--- src/rtl/reg_bank_arb_pkg.sv ---
// Shared types, defaults and helpers for the reg_bank_arb register-bank arbiter.
package reg_bank_arb_pkg;

    localparam int DEF_NREQ     = 4;
    localparam int DEF_WIDTH    = 8;
    localparam int DEF_DEPTH    = 4;
    localparam int DEF_MAX_LOCK = 8;
    localparam int MAX_NREQ     = 8;

    typedef enum logic [1:0] {
        IDLE  = 2'd0,
        GRANT = 2'd1,
        HOLD  = 2'd2
    } state_t;

    function automatic logic [MAX_NREQ-1:0] to_onehot(input int unsigned idx);
        return MAX_NREQ'(1) << idx;
    endfunction

endpackage

--- src/rtl/reg_bank_arb_rr_pick.sv ---
// Combinational rotate-priority picker: first set bit of (req & mask), scanning from ptr upward.
module rr_pick
    import reg_bank_arb_pkg::*;
#(
    parameter  int NREQ = DEF_NREQ,
    localparam int PW   = $clog2(NREQ)
) (
    input  logic [NREQ-1:0] req,
    input  logic [NREQ-1:0] mask,
    input  logic [PW-1:0]   ptr,
    output logic [NREQ-1:0] onehot,
    output logic [PW-1:0]   idx,
    output logic            any
);

    logic [NREQ-1:0] cand;

    assign cand = req & mask;

    // Scan from the far end so the candidate closest to ptr is written last and wins.
    always_comb begin
        int j;
        j   = 0;
        idx = '0;
        any = 1'b0;
        for (int k = NREQ - 1; k >= 0; k--) begin
            j = int'(ptr) + k;
            if (j >= NREQ) j = j - NREQ;
            if (cand[j]) begin
                idx = PW'(j);
                any = 1'b1;
            end
        end
    end

    assign onehot = any ? NREQ'(to_onehot(32'(idx))) : '0;

endmodule

--- src/rtl/reg_bank_arb.sv ---
// Round-robin arbiter owning a small register bank; optional lock timeout via REG_BANK_ARB_LOCK_TIMEOUT_EN.
module reg_bank_arb
    import reg_bank_arb_pkg::*;
#(
    parameter  int NREQ     = DEF_NREQ,
    parameter  int WIDTH    = DEF_WIDTH,
    parameter  int DEPTH    = DEF_DEPTH,
    parameter  int MAX_LOCK = DEF_MAX_LOCK,
    localparam int AW       = $clog2(DEPTH)
) (
    input  logic                  clk,
    input  logic                  rst,
    input  logic [NREQ-1:0]       req,
    input  logic [NREQ-1:0]       lock,
    input  logic [NREQ-1:0]       we,
    input  logic [NREQ*AW-1:0]    addr,
    input  logic [NREQ*WIDTH-1:0] wdata,
    output logic [NREQ-1:0]       gnt,
    output logic [WIDTH-1:0]      rdata,
    output logic                  rvalid,
    output logic                  lock_to
);

    localparam int PW = $clog2(NREQ);

    state_t                      state;
    logic [PW-1:0]               ptr, widx, nptr, pick_ptr, pick_idx;
    logic [NREQ-1:0]             pick_mask, pick_oh;
    logic                        pick_any;
    logic                        active, go, hold_on, timeout;
    logic [AW-1:0]               acc_addr;
    logic [WIDTH-1:0]            acc_wdata;
    logic [DEPTH-1:0][WIDTH-1:0] bank;

    assign active    = (state != IDLE);
    assign nptr      = (widx == PW'(NREQ - 1)) ? '0 : widx + PW'(1);
    assign go        = active && req[widx];
    assign hold_on   = active && lock[widx] && !timeout;
    assign acc_addr  = addr[int'(widx)*AW +: AW];
    assign acc_wdata = wdata[int'(widx)*WIDTH +: WIDTH];

    // One picker serves both paths: fresh pick from IDLE, or hand-off excluding the current owner.
    assign pick_ptr  = active ? nptr : ptr;
    assign pick_mask = active ? ~gnt : '1;

    rr_pick #(.NREQ(NREQ)) u_pick (
        .req    (req),
        .mask   (pick_mask),
        .ptr    (pick_ptr),
        .onehot (pick_oh),
        .idx    (pick_idx),
        .any    (pick_any)
    );

`ifdef REG_BANK_ARB_LOCK_TIMEOUT_EN
    localparam int CW = $clog2(MAX_LOCK + 1);
    logic [CW-1:0] cnt;

    // cnt is the number of completed cycles the current grant has been held.
    always_ff @(posedge clk) begin
        if (rst || !hold_on) cnt <= '0;
        else                 cnt <= cnt + CW'(1);
    end

    assign timeout = active && (cnt == CW'(MAX_LOCK - 1));
`else
    // Constant false; locks never expire in this build.
    assign timeout = (MAX_LOCK < 0);
`endif

    always_ff @(posedge clk) begin
        if (rst) begin
            state   <= IDLE;
            ptr     <= '0;
            widx    <= '0;
            gnt     <= '0;
            rdata   <= '0;
            rvalid  <= 1'b0;
            lock_to <= 1'b0;
            bank    <= '0;
        end else begin
            rvalid  <= 1'b0;
            lock_to <= 1'b0;
            if (go) begin
                if (we[widx]) bank[acc_addr] <= acc_wdata;
                else begin
                    rdata  <= bank[acc_addr];
                    rvalid <= 1'b1;
                end
            end
            case (state)
                IDLE: begin
                    if (pick_any) begin
                        gnt   <= pick_oh;
                        widx  <= pick_idx;
                        state <= GRANT;
                    end
                end
                GRANT, HOLD: begin
                    ptr <= nptr;
                    if (hold_on) begin
                        state <= HOLD;
                    end else begin
                        lock_to <= lock[widx] && timeout;
                        if (pick_any) begin
                            gnt   <= pick_oh;
                            widx  <= pick_idx;
                            state <= GRANT;
                        end else begin
                            gnt   <= '0;
                            state <= IDLE;
                        end
                    end
                end
                default: begin
                    gnt   <= '0;
                    state <= IDLE;
                end
            endcase
        end
    end

endmodule
--- config.mk ---
export PLATFORM = sky130hd
export DESIGN_NAME = reg_bank_arb
export DESIGN_NICKNAME = d
export VERILOG_FILES = /design/src/rtl/reg_bank_arb_pkg.sv /design/src/rtl/reg_bank_arb_rr_pick.sv /design/src/rtl/reg_bank_arb.sv
export SDC_FILE = /design/constraint.sdc
export NUM_CORES = 1
export LEC_CHECK = 0
export ABC_AREA = 1
export CORE_AREA = 2 2 79 81
export DETAILED_ROUTE_END_ITERATION = 8
export DIE_AREA = 0 0 81 83
export GPL_ROUTABILITY_DRIVEN = 0
export PLACE_DENSITY = 0.91
export SYNTH_ARGS = -nofsm -noshare
export SYNTH_HDL_FRONTEND = slang
export SYNTH_SLANG_ARGS = --single-unit
--- constraint.sdc ---
create_clock -name clk -period 2.65 [get_ports clk]
set_clock_uncertainty 0.15 [all_clocks]
set_input_delay 0.6625 -clock clk [delete_from_list [all_inputs] [get_ports clk]]
set_output_delay 0.6625 -clock clk [all_outputs]
set_load 0.01 [all_outputs]
Word level (Yosys, flattened, before mapping)
Index checks and enable logic that the tools add are counted.
- flip-flop bits (word level): 51
- input bits: 54
- output and inout bits: 14
- word-level logic and storage cells: 103
- add/sub/neg operators: 8
- magnitude comparators: 11
- equality and inequality tests: 5
- shifts and indexed selects: 3
- muxes and demuxes: 50
- bitwise operators: 4
- reduce and logical (&&, ||, !) cells: 12
- operators with widths (cell ; number):
    32-bit by 4-bit less-than comparator with 1-bit output (second input constant) ; 4
    32-bit two-way mux ; 4
    32-bit by 4-bit greater-or-equal comparator with 1-bit output (second input constant) ; 3
    32-bit by 4-bit subtractor with 32-bit output (second input constant) ; 3
    32-bit bitwise mux ; 1
    32-bit by 6-bit indexed part select with 8-bit output ; 1
    2-bit two-way mux ; 10
    1-bit two-way mux ; 17
    8-bit binary-select mux with 2-bit select ; 1
    8-bit demux with 2-bit select ; 1
    4-bit two-way mux ; 4
    8-bit two-way mux ; 2
    1-bit binary-select mux with 2-bit select ; 7
    2-bit case mux with 2 select lines ; 2
    4-bit case mux with 2 select lines ; 1
    2-bit AND reduction ; 4
    8-bit by 4-bit indexed part select with 2-bit output ; 1
    2-bit by 2-bit adder with 3-bit output (second input constant) ; 2
    2-bit by 3-bit less-than comparator with 1-bit output (second input constant) ; 2
    4-bit AND ; 1
    2-bit == test (second input constant) ; 2
    2-bit inequality test (second input constant) ; 2
    4-bit NOT ; 1
    2-bit nonzero test ; 2
    11 further kinds ; 15

Depth between registers and ports, before layout
Gate-level depths: netlist of the first run.
- depth in word-level cells: 17
- gate-level depth with buffers: 18
- depth with buffers taken out: 17

Cells and area by module
Synthesis of the first run repeated with hierarchy kept, for this count alone.
- cell total of the unflattened synthesis: 559
- area, all modules: 3444.6 um^2
- by module, submodules not included (module ; instances ; cells an instance ; area each (um^2) ; sequential area each (um^2)):
    reg_bank_arb ; 1 ; 498 ; 3134.3 ; 1021.0
    rr_pick ; 1 ; 61 ; 310.3 ; 0.0

Worst setup path after synthesis of the first run
Ideal clock, no wire load.
- kind: reg-to-reg
- from: register state[0]
- to: register widx[0]
- setup time: 0.116 ns
- arrival: 1.689 ns
- data required time: 2.384 ns
- slack: 0.694 ns
- stages on the path, launching flop included: 18
- path buffers: 1
- period minus slack after synthesis: 1.956 ns
- cell sequence: dfxtp_1 -> inv_1 -> ha_1 -> inv_2 -> buf_6 -> nand2_1 -> nand2_1 -> inv_1 -> nand2_1 -> nand2_1 -> nand2_1 -> nand3_1 -> nand2_1 -> nand2_1 -> nand2_1 -> nand2_1 -> o211ai_1 -> inv_1
- word-level cells in the longest chain between the ends: 15
- elaborated cells on any way between the ends: 50
- classes of those cells: add/sub (7); order compare (4); eq/ne (3); mux (29); bitwise (1); reduce/logical (6)
- RTL lines (item ; RTL line ; RTL):
    start, declared ; reg_bank_arb.sv:26 ; state_t state;
    start signal, assigned ; reg_bank_arb.sv:73 ; state <= IDLE;
    start signal, assigned ; reg_bank_arb.sv:96 ; state <= GRANT;
    start signal, assigned ; reg_bank_arb.sv:102 ; state <= HOLD;
    2-bit nonzero test ; reg_bank_arb.sv:35 ; assign active = (state != IDLE);
    2-bit two-way mux ; reg_bank_arb.sv:43 ; assign pick_ptr = active ? nptr : ptr;
    2-bit by 2-bit adder with 3-bit output ; reg_bank_arb_rr_pick.sv:27 ; j = int'(ptr) + k;
    32-bit by 4-bit subtractor with 32-bit output or 32-bit by 4-bit greater-or-equal comparator with 1-bit output (tied branches) ; reg_bank_arb_rr_pick.sv:28 ; if (j >= NREQ) j = j - NREQ;
    32-bit two-way mux ; reg_bank_arb_rr_pick.sv:28 ;
    1-bit binary-select mux with 2-bit select ; reg_bank_arb_rr_pick.sv:29 ; if (cand[j]) begin
    1-bit two-way mux (not written as such) (2 in a row) ; reg_bank_arb_rr_pick.sv:29 ;
    2-bit two-way mux or 1-bit two-way mux (tied branches) (4 in a row) ; reg_bank_arb_rr_pick.sv:29 ;
    2-bit two-way mux ; reg_bank_arb.sv:93, reg_bank_arb.sv:105 ;
    2-bit two-way mux ; reg_bank_arb.sv:101 ; if (hold_on) begin
    2-bit case mux with 2 select lines ; reg_bank_arb.sv:91 ; case (state)
    end signal, assigned ; reg_bank_arb.sv:95 ; widx <= pick_idx;
    end signal, assigned ; reg_bank_arb.sv:107 ; widx <= pick_idx;
    end, declared ; reg_bank_arb.sv:27 ; logic [PW-1:0] ptr, widx, nptr, pick_ptr, pick_idx;
Parallel ways exist; a longest one is shown, timed or not. The select of a mux whose other input is x is not followed.
A chain may end at the register's enable or synchronous reset.

Final worst setup path of the first run
Ends and elaborated chain as after synthesis.

==> results of run 1 <==
==> power breakdown <==
part	switching, mW	internal [mW]
clock network	0.278	0.196
logic	1.48	0.810
registers	0.0969	0.927
==> worst paths after layout <==
kind	start	to	slack [ns]	depth (start not counted)
setup reg to reg	state[0]	widx[0]	0.25	16
hold reg to reg	state[1]	state[1]	0.34	2
setup / recovery	state[0]	widx[0]	0.25	16
hold / removal	state[1]	state[1]	0.34	2
==> sequential cells by signal, summed over array words and instances (netlist names) <==
| signal | count |
|---|---|
| bank | 32 |
| gnt | 4 |
| state | 2 |
| rdata | 8 |
| rvalid | 1 |
| ptr | 2 |
| widx | 2 |
==> synthesized netlist by cell type <==
cell and number:
nor3_1 4, clkinv_1 1, inv_2 8, a21oi_1 41
o211ai_1 3, nor2_2 2, conb_1 1, clkbuf_1 7
nand2_4 1, nand2_1 107, buf_6 8, nand3_1 18
nand3_4 1, nor2_4 5, buf_2 3, buf_4 1
inv_1 27, o21ai_0 51, o21ai_2 1, nand4_1 9
ha_1 3, o22ai_1 8, dfxtp_1 51, a32oi_4 1
inv_4 2, o21ai_1 12, a21oi_2 1, nor2_8 2
nor2_1 43, and2_4 1, a22oi_2 1, nand2_2 1
==> what timing repair did <==
| item | 4_1_cts | 5_1_grt |
|---|---|---|
| setup endpoints to repair | 0 | 3 |
| hold buffers | 0 | 0 |
| resized for setup | 0 | 1 |
==> kinds of logic (layout without fill, tap and decap cells) <==
family	Yosys count	count (layout)	synth area share
AOI/OAI and AO/OA	119	119	0.226
other	1	1	0.00130
adders and majority gates	3	3	0.0130
DFF	51	51	0.354
and+or+nand+nor	194	194	0.306
buffers and inverters	57	123	0.0994
==> per-layer routing <==
metal | global-route usage | routed length [um] | part of all wire
met1 | 0.242 | 2890 | 0.38
met2 | 0.440 | 4130 | 0.55
met3 | 0.0391 | 432 | 0.057
met4 | 0.0909 | 116 | 0.015
met5 | 0 | 0 | 0
==> cell type report <==
type                    instances  area [sq um]  area share
clock inverters                 3          27.5     0.00746
inverters                      38           150      0.0407
well taps                      75          93.8      0.0254
clock buffers                   5          68.8      0.0186
repair buffers                 77           756       0.205
multi-input cells             317          1570       0.426
flip-flops and latches         51          1020       0.277
==> worst register-to-register path: stages, from the launching register on <==
cell and delay [ns]:
dfxtp_1 0.37, inv_1 0.05, ha_1 0.27, inv_4 0.17, nand2_1 0.14, nand2_2 0.21
nand2_1 0.08, o21ai_1 0.14, nand2_1 0.12, nand2_1 0.10, inv_2 0.05, nand2_1 0.07
nand2_1 0.06, nand2_1 0.10, nand2_1 0.07, o211ai_1 0.10, inv_1 0.05
==> per-stage QoR <==
stage	power, mW	hold WS [ns]	worst slack, ns
CTS	3.77	0.348	0.226
global placement	3.21	0.317	0.121
detailed placement	3.29	0.333	0.0630
floorplan	2.73	0.306	0.694
finish	3.79	0.342	0.251
global route	4.11	0.358	0.0302
==> results.txt, run 1 <==
Counting stages on the worst path, the most repeated cell is nand2_1. The delay of the slowest critical-path stage is 0.37 ns, and the ratio of cells with drive above 1 in the final layout is 0.0937. Entering global routing, the biggest net connects 44 pins. For the worst-skew pair, the clock arrives at the later sink with an insertion delay of 0.31 ns. The worst setup path is captured at a flop. The wire length reported by the detailed router came out at 7570 um. For this run, the top clock speed supported by timing is 0.417 GHz. For the starting density of the core, the log shows 0.495.

Leaving out fill and tap cells, the most frequent cells in the layout are 107 x nand2_1, 66 x clkdlybuf4s50_1, 51 x o21ai_0, 51 x dfxtp_1, 43 x nor2_1. Slowest cell on the critical path: dfxtp_1. Of all nets on the critical path, the largest fanout is 13.

The tools report the via count of the first global-routing pass as 3019. STA classifies the critical path startpoint as a flop. Counting every net in the synthesized netlist gives 482.

The run finished with clean final reports. After routing, the total negative slack on setup checks comes to 0 ns. In the final routed layout, each cell accounts on average for 13.4 um. Excluding fillers, the count of instances in the completed layout stands at 566. The average size of a mapped cell was 6.78 sq um; the remaining number of nets flagged by the antenna check after routing was 0. The cell taking the most area after synthesis was dfxtp_1. Counting both buffers and inverters, the worst setup path holds a total of 4.

The share of Yosys cell area claimed by the top area cell type came out at 0.354. Counting flops and latches in the post-synthesis netlist gives 51. The tools report the total overflow reported by the global router as 0. Traced cell by cell, the critical path runs through inv_1, ha_1, inv_4, nand2_1, nand2_2, nand2_1, o21ai_1, nand2_1, nand2_1, inv_2, nand2_1, nand2_1, nand2_1, nand2_1, o211ai_1, inv_1.

Summing all non-filler instances in the final layout gives an area of 0.00369 sq mm. Summing all placed instances gives a cell area of 0.00359 sq mm. In this run the post-CTS setup repair buffer count came out at 0.

The post-route core utilization is 0.635. The power density normalized to cell area is 1030 mW/mm^2, and the net count of the finished layout is 547. For the initial antenna violation count, the log shows 0.

In the routed design, unresolved DRC markers number 0. Fill cells in the final layout number 520. The fraction of the cycle the final worst path needs was 0.905; the first-pass iteration count of the detailed router was 4.

The tools report the final-report max-slew violation count as 0. For this design the top-level I/O count stands at 68. Among cell families on the critical path, the largest total delay comes from simple AND/OR/NAND/NOR gates. For the gate count of the mapped netlist, the log shows 425. The first global-routing pass estimated 12600 um of wire.

Most common cell after layout, fill and taps aside: nand2_1. Buffers inserted during clock tree synthesis total 5. The number of different library cells used by synthesis comes to 32. The cell area that synthesis handed to floorplanning was 0.00288 sq mm. Max-cap violations in this run came to 0.

The clock tree synthesis step divided the H-tree into 2 levels. TritonCTS built the clock tree. For the worst setup path, the data required time is 2.71 ns. The number of endpoints failing setup at the final stage is 0. In this run the static leakage power is 1.58 nW. By area the synthesized netlist is led by dfxtp_1 35%, nand2_1 14%, o21ai_0 8.9%. In this run the vertical extent of the chip is 83 um. The clock passes through at most 2 buffers. The HPWL after detailed placement came out at 5610 um. In this run the clock root is driven by a clkbuf_8.

Counting tap cells, the placed design contains a total of 558 instances. The critical path data arrival time was 2.46 ns; the number of buffer cells added on primary ports was 66. The peak supply drop was 0.000645 V.

The floorplan has 28 rows. The kind of path behind the tightest hold check is reg -> reg. Setup repair after global routing left no endpoint under its margin. Detailed router's first-iteration violation count: 193. The setup path with the least slack is of type reg -> reg. The core region is 0.00582 sq mm.

The clock edge transition at the registers on the reported setup and hold paths is 0.10 ns. 0 antenna diodes ended up in the layout. The width of the die was 81 um; the number of synthesis warnings was 0. The tools report the number of hold violations in the final report as 0. The clock period minus worst slack was 2.40 ns; the area of the die was 0.00672 sq mm.

The run gives 0.354 as the portion of the post-synthesis area used by sequential elements. CTS sink count: 51. The routed via count divided by cell count was 5.39. The logs give 0.231 for the total routing usage reported by global routing and 3048 for the routed via count. The area growth from synthesis to layout is 28.1%.
(Power assumes the default switching activity.)
==> run 2: changes to the inputs <==
--- a/config.mk
+++ b/config.mk
@@ -11,6 +11,7 @@
 export DIE_AREA = 0 0 81 83
 export GPL_ROUTABILITY_DRIVEN = 0
 export PLACE_DENSITY = 0.91
+export SLEW_MARGIN = 0
 export SYNTH_ARGS = -nofsm -noshare
 export SYNTH_HDL_FRONTEND = slang
 export SYNTH_SLANG_ARGS = --single-unit
==> results of run 2 <==
No change in the layout: final DEF, timing and power equal those of run 1.
